$ cat config.mk
export PLATFORM = sky130hd
export DESIGN_NAME = ov7670_pixel_capture
export DESIGN_NICKNAME = d
export VERILOG_FILES = /design/src/rtl/ov7670_pixel_capture.sv
export SDC_FILE = /design/constraint.sdc
export NUM_CORES = 1
export LEC_CHECK = 0
export ABC_AREA = 0
export CAP_MARGIN = 30
export CORE_MARGIN = 5
export CORE_UTILIZATION = 35
export DETAILED_ROUTE_END_ITERATION = 12
export PLACE_DENSITY = 0.55
export SYNTH_ARGS = -nofsm -noshare
export SYNTH_HDL_FRONTEND = slang
export SYNTH_SLANG_ARGS = --single-unit
export TNS_END_PERCENT = 5
$ cat constraint.sdc
create_clock -name i_PCLK -period 4.4 [get_ports i_PCLK]
set_input_delay 1.32 -clock i_PCLK [delete_from_list [all_inputs] [get_ports i_PCLK]]
set_output_delay 1.32 -clock i_PCLK [all_outputs]
set_load 0.05 [all_outputs]
$ cat src/rtl/ov7670_pixel_capture.sv
// ----------------------------------------------------------------------------
// ov7670_pixel_capture
//
// Pixel-capture stage sitting directly behind the OV7670 camera pins, clocked
// by the camera pixel clock. It samples the byte bus under HREF/VSYNC framing.
// Each pair of consecutive bytes becomes one RGB565 pixel. The pixel leaves
// with a one-cycle valid strobe and its X/Y coordinates. The block also
// produces frame-boundary and error pulses for the frame-buffer writer.
//
// Parameters:
//   H_ACTIVE       active pixels per line (max 1023)
//   V_ACTIVE       active lines per frame (max 511)
//
// Ports:
//   i_PCLK         camera pixel clock, all logic on the rising edge
//   i_Rst          asynchronous active-high reset
//   i_VSYNC        camera VSYNC, high during vertical blanking
//   i_HREF         camera HREF, high while active line bytes are on the bus
//   i_Data[7:0]    camera data bus
//   o_Pixel[15:0]  RGB565 pixel, {first byte, second byte}
//   o_Valid        one-cycle strobe qualifying o_Pixel/o_X/o_Y
//   o_X[9:0]       column of the current pixel
//   o_Y[8:0]       row of the current pixel
//   o_Frame_Start  one-cycle pulse when an active frame begins
//   o_Frame_Done   one-cycle pulse once V_ACTIVE complete lines are captured
//   o_Line_Err     one-cycle pulse on a malformed line (wrong byte count)
//   o_Frame_Err    one-cycle pulse when VSYNC ends a frame early
//
// Build option:
//   OV7670_CAPTURE_DECIMATE_EN  when defined, the block decimates 2x. Only
//                               even columns of even rows are emitted, with
//                               coordinates halved. Error and frame pulses
//                               still use the full-resolution counts.
// ----------------------------------------------------------------------------
module ov7670_pixel_capture #(
    parameter int H_ACTIVE = 640,
    parameter int V_ACTIVE = 480
) (
    input  logic        i_PCLK,
    input  logic        i_Rst,
    input  logic        i_VSYNC,
    input  logic        i_HREF,
    input  logic [7:0]  i_Data,
    output logic [15:0] o_Pixel,
    output logic        o_Valid,
    output logic [9:0]  o_X,
    output logic [8:0]  o_Y,
    output logic        o_Frame_Start,
    output logic        o_Frame_Done,
    output logic        o_Line_Err,
    output logic        o_Frame_Err
);

    localparam logic [9:0] H_LIM = 10'(H_ACTIVE);
    localparam logic [8:0] V_LIM = 9'(V_ACTIVE);

    typedef enum logic [1:0] {
        ST_SYNC   = 2'd0,
        ST_VBLANK = 2'd1,
        ST_ACTIVE = 2'd2
    } state_t;

    // Registered copies of the pins plus one-cycle-delayed copies for edges
    logic       r_VS;
    logic       r_HREF;
    logic [7:0] r_Data;
    logic       r_VS_d;
    logic       r_HREF_d;

    state_t     state_r;
    state_t     state_s;

    logic [9:0] x_r;
    logic [9:0] x_s;
    logic [8:0] y_r;
    logic [8:0] y_s;
    logic       phase_r;
    logic       phase_s;
    logic [7:0] hi_r;
    logic [7:0] hi_s;
    logic       line_active_r;
    logic       line_active_s;
    logic       overflow_r;
    logic       overflow_s;

    logic        capture_s;
    logic        valid_s;
    logic [15:0] pixel_s;
    logic [9:0]  ox_s;
    logic [8:0]  oy_s;
    logic        fs_s;
    logic        fd_s;
    logic        le_s;
    logic        fe_s;

    logic        vs_rise_s;
    logic        vs_fall_s;
    logic        href_rise_s;
    logic        href_fall_s;

    logic        emit_ok_s;
    logic [9:0]  x_map_s;
    logic [8:0]  y_map_s;

    assign vs_rise_s   = r_VS & ~r_VS_d;
    assign vs_fall_s   = ~r_VS & r_VS_d;
    assign href_rise_s = r_HREF & ~r_HREF_d;
    assign href_fall_s = ~r_HREF & r_HREF_d;

`ifdef OV7670_CAPTURE_DECIMATE_EN
    // Keep only even columns of even rows; coordinates are halved.
    assign emit_ok_s = ~x_r[0] & ~y_r[0];
    assign x_map_s   = {1'b0, x_r[9:1]};
    assign y_map_s   = {1'b0, y_r[8:1]};
`else
    assign emit_ok_s = 1'b1;
    assign x_map_s   = x_r;
    assign y_map_s   = y_r;
`endif

    // Input stage: sample pins once and keep delayed copies for edge detection
    always_ff @(posedge i_PCLK or posedge i_Rst) begin
        if (i_Rst) begin
            r_VS     <= 1'b0;
            r_HREF   <= 1'b0;
            r_Data   <= 8'h00;
            r_VS_d   <= 1'b0;
            r_HREF_d <= 1'b0;
        end else begin
            r_VS     <= i_VSYNC;
            r_HREF   <= i_HREF;
            r_Data   <= i_Data;
            r_VS_d   <= r_VS;
            r_HREF_d <= r_HREF;
        end
    end

    // Frame state register
    always_ff @(posedge i_PCLK or posedge i_Rst) begin
        if (i_Rst) begin
            state_r <= ST_SYNC;
        end else begin
            state_r <= state_s;
        end
    end

    // Next-state logic. SYNC waits for VSYNC high so that a frame already in
    // progress at reset is never captured partially.
    always_comb begin
        state_s = state_r;
        case (state_r)
            ST_SYNC: begin
                if (r_VS) begin
                    state_s = ST_VBLANK;
                end else begin
                    state_s = ST_SYNC;
                end
            end
            ST_VBLANK: begin
                if (vs_fall_s) begin
                    state_s = ST_ACTIVE;
                end else begin
                    state_s = ST_VBLANK;
                end
            end
            ST_ACTIVE: begin
                if (vs_rise_s) begin
                    state_s = ST_VBLANK;
                end else begin
                    state_s = ST_ACTIVE;
                end
            end
            default: begin
                state_s = ST_SYNC;
            end
        endcase
    end

    // Output/datapath logic: line byte pairing, counters and pulse generation
    always_comb begin
        x_s           = x_r;
        y_s           = y_r;
        phase_s       = phase_r;
        hi_s          = hi_r;
        line_active_s = line_active_r;
        overflow_s    = overflow_r;
        capture_s     = 1'b0;
        valid_s       = 1'b0;
        pixel_s       = o_Pixel;
        ox_s          = o_X;
        oy_s          = o_Y;
        fs_s          = 1'b0;
        fd_s          = 1'b0;
        le_s          = 1'b0;
        fe_s          = 1'b0;
        case (state_r)
            ST_ACTIVE: begin
                if (vs_rise_s) begin
                    // VSYNC ends the frame. A line still in progress is dropped
                    // without a line error.
                    fe_s          = (y_r < V_LIM);
                    line_active_s = 1'b0;
                    x_s           = 10'd0;
                    phase_s       = 1'b0;
                    overflow_s    = 1'b0;
                end else if (r_HREF) begin
                    // A line is only captured if its HREF rise was seen while
                    // in range. Lines already complete for the frame are ignored.
                    capture_s     = href_rise_s ? (y_r < V_LIM) : line_active_r;
                    line_active_s = capture_s;
                    if (capture_s) begin
                        if (!phase_r) begin
                            hi_s    = r_Data;
                            phase_s = 1'b1;
                        end else begin
                            phase_s = 1'b0;
                            if (x_r < H_LIM) begin
                                x_s = x_r + 10'd1;
                                if (emit_ok_s) begin
                                    valid_s = 1'b1;
                                    pixel_s = {hi_r, r_Data};
                                    ox_s    = x_map_s;
                                    oy_s    = y_map_s;
                                end else begin
                                    valid_s = 1'b0;
                                end
                            end else begin
                                // Extra pixels past the line width are dropped
                                // and the line is marked bad.
                                overflow_s = 1'b1;
                            end
                        end
                    end else begin
                        phase_s = phase_r;
                    end
                end else begin
                    if (href_fall_s && line_active_r) begin
                        le_s = (x_r != H_LIM) || phase_r || overflow_r;
                        y_s  = y_r + 9'd1;
                        fd_s = ((y_r + 9'd1) == V_LIM);
                    end else begin
                        y_s = y_r;
                    end
                    // HREF low: the line state is cleared so that the next
                    // HREF rise starts at phase 0, column 0.
                    line_active_s = 1'b0;
                    x_s           = 10'd0;
                    phase_s       = 1'b0;
                    overflow_s    = 1'b0;
                end
            end
            ST_VBLANK: begin
                if (vs_fall_s) begin
                    fs_s = 1'b1;
                    y_s  = 9'd0;
                end else begin
                    y_s = y_r;
                end
                line_active_s = 1'b0;
                x_s           = 10'd0;
                phase_s       = 1'b0;
                overflow_s    = 1'b0;
            end
            default: begin
                line_active_s = 1'b0;
                x_s           = 10'd0;
                phase_s       = 1'b0;
                overflow_s    = 1'b0;
            end
        endcase
    end

    // Datapath state and registered outputs
    always_ff @(posedge i_PCLK or posedge i_Rst) begin
        if (i_Rst) begin
            x_r           <= 10'd0;
            y_r           <= 9'd0;
            phase_r       <= 1'b0;
            hi_r          <= 8'h00;
            line_active_r <= 1'b0;
            overflow_r    <= 1'b0;
            o_Pixel       <= 16'h0000;
            o_Valid       <= 1'b0;
            o_X           <= 10'd0;
            o_Y           <= 9'd0;
            o_Frame_Start <= 1'b0;
            o_Frame_Done  <= 1'b0;
            o_Line_Err    <= 1'b0;
            o_Frame_Err   <= 1'b0;
        end else begin
            x_r           <= x_s;
            y_r           <= y_s;
            phase_r       <= phase_s;
            hi_r          <= hi_s;
            line_active_r <= line_active_s;
            overflow_r    <= overflow_s;
            o_Pixel       <= pixel_s;
            o_Valid       <= valid_s;
            o_X           <= ox_s;
            o_Y           <= oy_s;
            o_Frame_Start <= fs_s;
            o_Frame_Done  <= fd_s;
            o_Line_Err    <= le_s;
            o_Frame_Err   <= fe_s;
        end
    end

endmodule

== Word level (Yosys, flattened, before mapping) ==
Cells that the tools add are included.

* Register bits after elaboration: 84
* Bits of input ports: 12
* Word-level logic and storage cells: 104

* $add $sub $neg: 2
* Magnitude comparators: 2
* Equality and inequality tests: 12
* Multiplexer cells: 48
* Bitwise gates (word level): 10
* Reduce and logical (&&, ||, !) cells: 10

{| class="wikitable"
|+ Operator list
! cell !! number
|-
| $mux 10 || 6
|-
| $mux 9 || 4
|-
| $mux 1 || 34
|-
| $pmux 9 s2 || 1
|-
| $ne 4x4->1 const B || 4
|-
| $add 10x1->10 const B || 1
|-
| $lt 10x10->1 const B || 1
|-
| $ne 10x10->1 const B || 1
|-
| $reduce_and 5->1 || 2
|-
| $add 9x1->9 const B || 1
|-
| $eq 9x9->1 const B || 1
|-
| $lt 9x9->1 const B || 1
|-
| $ne 2x2->1 const B || 4
|-
| $not 1->1 || 6
|-
| $pmux 2 s3 || 1
|-
| $reduce_and 3->1 || 2
|-
| $reduce_and 6->1 || 1
|-
| $and 1x1->1 || 4
|-
| $mux 2 || 2
|-
| $eq 2x1->1 const B || 1
|-
| $eq 2x2->1 const B || 1
|-
| $logic_not 2->1 || 1
|-
| $logic_or 1x1->1 || 2
|-
| $reduce_bool 2->1 || 1
|-
| $logic_and 1x1->1 || 1
|}

== Logic depth before layout (Yosys ltp) ==
Gate-level depths: netlist of run 1.

* Depth after elaboration: 7
* Depth in mapped cells: 7
* Mapped depth without buffers: 6

== Least setup slack after synthesis of run 1 ==
Ideal clock, no wire load.

* Path kind: reg2out
* Start point: register o_Pixel[0]
* End point: output o_Pixel[0]
* Arrival: 0.598 ns
* Data required time: 3.080 ns
* Path slack: 2.482 ns
* Stages on the path, launching flop included: 1
* Path buffers: 0
* Cell sequence: dfrtp_1

{| class="wikitable"
|+ RTL lines
! what !! line !! text
|-
| start: declaration || 44 || <nowiki>output logic [15:0] o_Pixel,</nowiki>
|-
| start signal: assignment || 297 || <nowiki>o_Pixel <= pixel_s;</nowiki>
|}

No word-level cell between the ends.

== Worst setup path in the final report of run 1 ==
* Start point: register o_X[1]
* End point: output o_X[1]

{| class="wikitable"
|+ RTL lines
! what !! line !! text
|-
| start: declaration || 46 || <nowiki>output logic [9:0] o_X,</nowiki>
|-
| start signal: assignment || 299 || <nowiki>o_X <= ox_s;</nowiki>
|}

No word-level cell between the ends.

==> results of run 1 <==
state kept, by name, summed over array words and instances (netlist names), 2 cells and up:
register  flops
o_X          10
x_map_s      10
state_r       2
o_Pixel      16
r_Data        8
o_Y           9
y_map_s       9
hi_r          8
cell families after synthesis:
| family | synth area share [%] |
|---|---|
| compound gates | 7.64 |
| xor+xnor | 0.757 |
| fa+ha+maj | 1.44 |
| buf+inv | 2.67 |
| flops | 60.6 |
| mux | 14.3 |
| simple gates | 12.6 |
metal layers:
| metal | up-vias | routed length [µm] | global-route usage, % |
|---|---|---|---|
| met2 | 47 | 3220 | 19.0 |
| li1 | 1089 | - | - |
| met1 | 1113 | 3230 | 17.9 |
| met5 | - | 0 | 0 |
| met4 | 0 | 138 | 5.97 |
| met3 | 12 | 301 | 3.23 |
through the flow:
stage / hold WS [ps] / instance area, µm² / util, % / setup slack (ps) / total power, mW
4_1_cts: 437 / 4350 / 44.7 / 1490 / 1.49
5_1_grt: 467 / 4350 / 44.7 / 1470 / 1.54
6_report: 439 / 4350 / 44.7 / 1520 / 1.47
2_1_floorplan: 397 / 3470 / - / 915 / 0.886
3_5_place_dp: 424 / 4140 / 42.6 / 1860 / 0.919
3_3_place_gp: 412 / 4130 / 42.4 / 1600 / 0.916
where the power goes:
group	total [mW]	internal, mW	switching (mW)	leakage [nW]
clock network	0.568	0.272	0.296	0.104
logic	0.0878	0.0403	0.0475	0.709
registers	0.813	0.798	0.0151	1.14
total	1.47	1.11	0.359	1.95
area by class of cell:
type,count,area share [%]
Clock buffer,9,2.85
Sequential cell,84,48.4
Inverter,7,0.633
Timing Repair Buffer,56,13.1
Clock inverter,7,1.90
Tap cell,133,3.83
Multi-Input combinational cell,164,29.4
worst paths after layout:
| kind | start | end | slack (ps) | cells past startpoint |
|---|---|---|---|---|
| worst max-delay path | o_X[1] | o_X[1] | 1520 | 1 |
| worst min-delay path | r_VS | r_VS_d | 440 | 0 |
| worst max register to register | state_r[0] | hi_r[0] | 2090 | 4 |
| worst min register to register | r_VS | r_VS_d | 440 | 0 |
| max in group asynchronous | i_Rst | x_map_s[6] | 2310 | 3 |
| min in group asynchronous | i_Rst | o_Valid | 1430 | 2 |
cell usage in the layout (no fill, tap or decap), types with 6 or more instances in the layout:
| cell type | count |
|---|---|
| nand2_1 | 15 |
| inv_1 | 6 |
| or4_1 | 7 |
| nand3_1 | 11 |
| clkbuf_8 | 9 |
| o31ai_1 | 6 |
| clkdlybuf4s50_1 | 51 |
| mux2_2 | 42 |
| dfrtp_1 | 84 |
| a21oi_1 | 9 |
| o21ai_0 | 10 |
==> run_results.csv, run 1 <==
group,metric,value,unit
cells_and_area,drive_gt1_share,22.0,%
timing,worstMarginPinSlew,837,ps
synthesis,ys_seq_area_share,60.6,%
worst_setup_path,slowest_stage,"clkdlybuf4s50_1",
outcome,outcome,"completed",
floorplan,core.rowCount,36,
synthesis,async_flop_share,100,%
timing,post-route-min-period,2880,ps
timing,fin_tns_setup,0,ps
floorplan,ios,52,
power_and_ir_drop,vdd_drop_max,0.139,mV
cells_and_area,final_cells,460,
worst_setup_path,crit_required,3080,ps
clock_tree,holdBufCountCts,0,
placement,post-dp-hpwl,4780,µm
timing,max_freq,0.348,GHz
run,cap_violations,0,
cells_and_area,area_delta_synth_final,25.2,%
clock_tree,cts_root_buf,"clkbuf_8",
cells_and_area,diodes,0,
clock_tree,clock_sinks,84,
timing,clock_skew,6.38,ps
routing,ant_nets,0,
worst_setup_path,worst-path-buf-inv,1,
routing,wire_per_inst,15.0,µm
clock_tree,cts_setup_buffers,0,
synthesis,synth_area,3470,µm²
hold_path,hold_class,"flip-flop to flip-flop",
global_routing,grt_pass1_vias,2420,
worst_setup_path,crit_chain,"clkdlybuf4s50_1",
timing,drv_slew,0,
synthesis,synth_nets,281,
routing,wirelength,6890,µm
synthesis,netlist_top_cells_area,"dfrtp_1 (61%), mux2_2 (14%), nand2_1 (1.6%)",
global_routing,grt_pass1_wl,11900,µm
timing,finalSetupViolCount,0,
clock_tree,cts_tree,"done",
synthesis,postSynthAreaPerCell,13.1,µm²
synthesis,synth_top_cell_area_share,60.6,%
clock_tree,insertion_delay,350,ps
floorplan,die-area,12000,µm²
placement,dpl.cell_count,444,
worst_setup_path,arrival,1560,ps
synthesis,ys_ff_latch,84,
synthesis,yosysTopAreaCell,"dfrtp_1",
timing,slew_headroom,44.1,%
routing,via_per_inst,4.92,
floorplan,die_x,110,µm
timing,post-route-period-util,65.4,%
cells_and_area,fill_cells,931,
worst_setup_path,cp_max_fo,2,
clock_tree,cts_buffer_depth,2,
global_routing,grt-ovfl-total,0,
routing,drtPass1Iterations,4,
global_routing,grtUsageTotal,12.9,%
worst_setup_path,path_delay_family,"buffers and inverters",
floorplan,initial_core_util,35.7,%
worst_setup_path,critPathLaunchType,"flip-flop",
routing,drt_iter0_drc,63,
routing,drc,0,
synthesis,synth_edf_count,0,
worst_setup_path,worstSetupPathType,"flip-flop to output port",
global_routing,grt_max_degree,50,
timing,hold_violations,0,
power_and_ir_drop,leakage,1.95,nW
cells_and_area,nNetsFinal,338,
synthesis,synth_most_common_cell,"dfrtp_1",
placement,gp_congestion,0.806,
floorplan,core,9730,µm²
placement,portBuffers,51,
global_routing,grt_antenna_before_repair,0,
synthesis,postSynthCellCount,265,
cells_and_area,layout.area.seq,2100,µm²
clock_tree,cts_resized,0,
timing,rsz0062_at_grt,"no",
floorplan,die_h,110,µm
clock_tree,h-tree-depth,3,
synthesis,ys_warn_count,0,
routing,vias,2261,
cells_and_area,multi_input_area,1280,µm²
clock_tree,path_clk_slew,90,ps
synthesis,synth_cell_type_count,47,
clock_tree,cts_buffers,9,
power_and_ir_drop,power.density,338,nW/µm²
worst_setup_path,end_kind,"output port",
worst_setup_path,critPathMaxStageDelay,820,ps
synthesis,ys_top_cells_by_count,"dfrtp_1 (84), mux2_2 (42), nand2_1 (15)",
synthesis,ys.flop_type,"dfrtp_1",
(Power assumes the default switching activity.)
==> run 2: changes to the inputs <==
Clock period 4.4 ns to 2.9 ns, I/O delays scaled along.
==> run 2 against run 1 <==
  * Die area unchanged
  * Critical path depth unchanged
  * Clock skew increased by 9.9 ps
  * Hold slack improved by 15 ps
  * Clock power increased by 46%
  * Total power increased by 50%
  * Register-to-register slack got worse by 1400 ps
  * Sequential cell count unchanged
  * Combinational power increased by 53%
  * Via count increased by 1.5%
  * Sequential power increased by 51%
  * Highest routed layer unchanged
==> run_results.csv, run 2 (synthesis gave the netlist of run 1 again) <==
group,metric,value,unit
timing,fin_tns_setup,0,ps
cells_and_area,area_delta_synth_final,25.6,%
routing,wirelength,6910,µm
global_routing,grt_pass1_wl,11700,µm
cells_and_area,final_cell_mix,"dfrtp_1 (84), clkdlybuf4s50_1 (51), mux2_2 (42)",
cells_and_area,mostFrequentLayoutCell,"dfrtp_1",
worst_setup_path,cp_max_fo,2,
timing,finalSetupViolCount,0,
routing,wire_per_inst,14.9,µm
global_routing,grt_pass1_vias,2367,
floorplan,die_h,110,µm
floorplan,die_x,110,µm
timing,rsz0062_at_grt,"no",
routing,drtPass1Iterations,4,
worst_setup_path,rrSetupSlack,710,ps
timing,worstMarginPinSlew,651,ps
floorplan,ios,52,
worst_setup_path,worst-path-buf-inv,1,
clock_tree,cts_setup_buffers,0,
clock_tree,cts_buffers,9,
hold_path,hold_class,"flip-flop to flip-flop",
worst_setup_path,critPathLaunchType,"flip-flop",
worst_setup_path,worstSetupPathType,"flip-flop to output port",
timing,max_freq,0.411,GHz
power_and_ir_drop,vdd_drop_max,0.227,mV
worst_setup_path,critPathMaxStageDelay,820,ps
global_routing,grt_antenna_before_repair,0,
clock_tree,cts_resized,0,
worst_setup_path,crit_required,2030,ps
floorplan,core,9730,µm²
cells_and_area,regMostFlops,"o_Pixel",
outcome,outcome,"completed",
clock_tree,cts_root_buf,"clkbuf_8",
clock_tree,insertion_delay,360,ps
clock_tree,h-tree-depth,3,
cells_and_area,drive_gt1_share,22.5,%
floorplan,initial_core_util,35.7,%
cells_and_area,largest_register_ff_count,16,
worst_setup_path,r2r-start,"x_map_s[7]",
cells_and_area,nNetsFinal,340,
worst_setup_path,startpoint,"o_Pixel[14]",
global_routing,grt-ovfl-total,0,
routing,drt_iter0_drc,148,
global_routing,grtUsageTotal,12.5,%
worst_setup_path,slowest_stage,"clkdlybuf4s50_1",
timing,hold_violations,0,
power_and_ir_drop,leakage,1.95,nW
worst_setup_path,path_depth,1,
cells_and_area,diodes,0,
placement,post-dp-hpwl,4670,µm
routing,ant_nets,0,
timing,post-route-period-util,83.8,%
cells_and_area,final_area,4360,µm²
worst_setup_path,crit_path_end,"o_Pixel[14]",
worst_setup_path,end_kind,"output port",
placement,placedInstanceArea,4160,µm²
timing,post-route-min-period,2430,ps
clock_tree,cts_buffer_depth,2,
power_and_ir_drop,total_power,2.20,mW
worst_setup_path,r2r_cells,5,
placement,portBuffers,51,
floorplan,core.rowCount,36,
worst_setup_path,path_delay_family,"buffers and inverters",
power_and_ir_drop,power.density,504,nW/µm²
run,cap_violations,0,
worst_setup_path,arrival,1560,ps
worst_setup_path,crit_chain,"clkdlybuf4s50_1",
timing,drv_slew,0,
routing,via_per_inst,4.97,
placement,gp_congestion,0.811,
worst_setup_path,r2r-end,"o_X[2]",
floorplan,die-area,12000,µm²
routing,vias,2295,
clock_tree,path_clk_slew,100,ps
timing,clock_skew,16.3,ps
clock_tree,cts_tree,"done",
timing,slew_headroom,56.4,%
global_routing,grt_max_degree,52,
clock_tree,holdBufCountCts,0,
routing,drc,0,
clock_tree,clock_sinks,84,
[run 2: cell types whose count changed in the layout (fill, tap and decap cells not counted), sizes merged]
cell    change
buf         +2
clkinv      -2
bufinv      -1
inv         +3
[run 2: worst min-delay path by stage]
stage / start / to / slack, ps / depth (start not counted)
after global routing: r_VS / r_VS_d / 470 / 0
after floorplan: r_VS / r_VS_d / 400 / 0
final: r_VS / r_VS_d / 450 / 0
after detailed placement: r_VS / r_VS_d / 420 / 0
after global placement: r_VS / r_VS_d / 440 / 0
after CTS: r_VS / r_VS_d / 460 / 0
[run 2: layer usage]
metal | part of all wire (%) | GRT usage [%] | vias to the layer above
li1 | - | - | 1085
met1 | 46 | 16.1 | 1148
met2 | 46 | 19.4 | 55
met3 | 7.2 | 5.17 | 7
met4 | 0.85 | 3.74 | 0
met5 | 0 | 0 | -
[run 2: cell type report]
| type | count | area [µm²] |
|---|---|---|
| Clock buffer | 9 | 124 |
| Clock inverter | 7 | 73.8 |
| Fill cell | 933 | 5370 |
| Inverter | 7 | 30.0 |
| Multi-Input combinational cell | 164 | 1280 |
| Sequential cell | 84 | 2100 |
| Tap cell | 133 | 166 |
| Timing Repair Buffer | 58 | 588 |
[run 2: power by group]
part	leakage (nW)	internal, mW	switching, mW
clock	0.102	0.343	0.486
combinational	0.715	0.0629	0.0715
sequential	1.14	1.21	0.0234
[run 2: through the flow]
stage,std cells,util [%],hold WS (ps),worst slack (ps)
6_report,462,44.8,454,469
5_1_grt,462,44.8,474,404
4_1_cts,462,44.8,457,440
3_5_place_dp,446,42.8,424,679
3_3_place_gp,446,42.8,436,812
2_1_floorplan,265,-,397,1050
[run 2: worst reg2reg max path: stages (launching register included)]
cell and delay (ps):
dfrtp_1 460, o21ai_1 290, nand2_1 240, nor3_4 430, buf_4 310, mux2_2 350
==> run 3: changes to the inputs <==
Clock period 2.9 ns to 2.3 ns, I/O delays scaled along.
==> run 3 against run 2 <==
  * Clock power increased by 44%
  * Count of clock-buffer cells in the layout grew 2
  * Final area up 1.5%
  * Routed wire length increased by 0.25%
  * Clock skew up 3.8 ps
  * Sequential cell count unchanged
  * Die area did not move
  * Critical path type unchanged
==> run_results.csv, run 3 (synthesis gave the netlist of run 1 again) <==
group,metric,value,unit
placement,dp_slack,371,ps
routing,via_per_inst,4.98,
floorplan,core,9730,µm²
timing,finalSetupViolCount,0,
worst_setup_path,rrSetupSlack,350,ps
worst_setup_path,critPathLaunchType,"flip-flop",
timing,worstMarginPinSlew,529,ps
global_routing,grt_max_degree,37,
floorplan,ios,52,
clock_tree,holdBufCountCts,0,
routing,drc,0,
global_routing,grt_pass1_vias,2400,
worst_setup_path,worst-path-buf-inv,1,
clock_tree,cts_resized,0,
floorplan,die-area,12000,µm²
worst_setup_path,slowest_stage,"clkdlybuf4s50_1",
global_routing,grt-ovfl-total,0,
global_routing,grt_pass1_wl,11700,µm
floorplan,initial_core_util,35.7,%
placement,post-dp-hpwl,4610,µm
floorplan,core.rowCount,36,
routing,drtPass1Iterations,4,
worst_setup_path,crit_required,1610,ps
outcome,outcome,"completed",
global_routing,grtUsageTotal,12.7,%
cells_and_area,fill_cells,937,
hold_path,hold_class,"flip-flop to flip-flop",
worst_setup_path,r2r-start,"state_r[0]",
worst_setup_path,critPathMaxStageDelay,800,ps
clock_tree,path_clk_slew,100,ps
worst_setup_path,r2r-end,"o_X[7]",
cells_and_area,regMostFlops,"o_Pixel",
worst_setup_path,arrival,1550,ps
timing,rsz0062_at_grt,"no",
routing,drt_iter0_drc,98,
clock_tree,clock_sinks,84,
cells_and_area,diodes,0,
routing,wirelength,6920,µm
timing,hold_violations,0,
timing,post-route-min-period,2240,ps
hold_path,whs_path_depth,0,
clock_tree,insertion_delay,370,ps
cells_and_area,final_cell_mix,"dfrtp_1 (84), clkdlybuf4s50_1 (48), mux2_2 (42)",
timing,fin_tns_setup,0,ps
power_and_ir_drop,power.density,660,nW/µm²
timing,max_freq,0.447,GHz
worst_setup_path,cp_max_fo,2,
placement,gp_congestion,0.819,
cells_and_area,drive_gt1_share,22.7,%
worst_setup_path,crit_chain,"clkdlybuf4s50_1",
hold_path,whs_endpoint,"r_VS_d",
hold_path,min-delay-start,"r_VS",
run,cap_violations,0,
clock_tree,cts_setup_buffers,0,
clock_tree,h-tree-depth,3,
timing,timing.final.ws_setup,62.5,ps
power_and_ir_drop,vdd_drop_max,0.399,mV
worst_setup_path,worstSetupPathType,"flip-flop to output port",
worst_setup_path,path_delay_family,"buffers and inverters",
timing,drv_slew,0,
routing,ant_nets,0,
clock_tree,cts_root_buf,"clkbuf_8",
cells_and_area,nNetsFinal,342,
cells_and_area,largest_register_ff_count,16,
timing,slew_headroom,63.8,%
timing,clock_skew,20.1,ps
worst_setup_path,end_kind,"output port",
global_routing,grt_antenna_before_repair,0,
clock_tree,cts_buffers,9,
floorplan,die_h,110,µm
power_and_ir_drop,leakage,2.03,nW
clock_tree,cts_tree,"done",
placement,portBuffers,51,
routing,wire_per_inst,14.9,µm
routing,vias,2312,
timing,post-route-period-util,97.3,%
floorplan,die_x,110,µm
worst_setup_path,r2r_cells,5,
cells_and_area,mostFrequentLayoutCell,"dfrtp_1",
cells_and_area,area_delta_synth_final,27.5,%
clock_tree,cts_buffer_depth,2,
-- run 3: changes by cell type in the layout (fill, tap and decap cells not counted), moves of 2 or more --
cell | previous run | this run
inv_6 | 4 | 0
clkdlybuf4s50_1 | 51 | 48
dlymetal6s2s_1 | 0 | 3
bufinv_16 | 0 | 2
clkinv_4 | 0 | 2
inv_8 | 2 | 0
-- run 3: how the worst max path moves through the flow --
stage                     cells after the start  slack, ps        start           to
after CTS                                     1         20   o_Pixel[1]   o_Pixel[1]
after detailed placement                      5        370   state_r[0]  o_Pixel[13]
final                                         1         60       o_Y[7]       o_Y[7]
after global placement                        5        410   state_r[0]   o_Pixel[5]
after floorplan                               5        450   state_r[0]   o_Pixel[0]
after global routing                          1          9  o_Pixel[12]  o_Pixel[12]
-- run 3: metal layers --
layer | wire (µm) | vias up | global-route usage [%]
li1 | - | 1091 | -
met1 | 3320 | 1149 | 16.6
met2 | 3010 | 59 | 18.7
met3 | 482 | 13 | 4.82
met4 | 115 | 0 | 5.88
met5 | 0 | - | 0
-- run 3: cell type report --
class                           instances  area, µm²  area share (%)
Clock buffer                           11        141            3.20
Clock inverter                          5       85.1            1.92
Timing Repair Buffer                   60        623            14.1
Tap cell                              133        166            3.76
Sequential cell                        84       2100            47.5
Multi-Input combinational cell        164       1280            28.8
Inverter                                7       30.0           0.679
-- run 3: where the power goes --
| group | internal (mW) | total (mW) | switching (mW) |
|---|---|---|---|
| logic | 0.0845 | 0.178 | 0.0932 |
| registers | 1.53 | 1.56 | 0.0293 |
| clock network | 0.645 | 1.19 | 0.540 |
| total | 2.26 | 2.92 | 0.662 |
-- run 3: through the flow --
| stage | util [%] | area, µm² | hold slack, ps | instances | total power [mW] |
|---|---|---|---|---|---|
| 5_1_grt | 45.5 | 4420 | 451 | 464 | 3.04 |
| 3_5_place_dp | 43.1 | 4190 | 414 | 448 | 1.77 |
| 2_1_floorplan | - | 3470 | 397 | 265 | 1.70 |
| 3_3_place_gp | 43.1 | 4190 | 431 | 448 | 1.76 |
| 6_report | 45.5 | 4420 | 437 | 464 | 2.92 |
| 4_1_cts | 45.4 | 4420 | 439 | 464 | 2.97 |
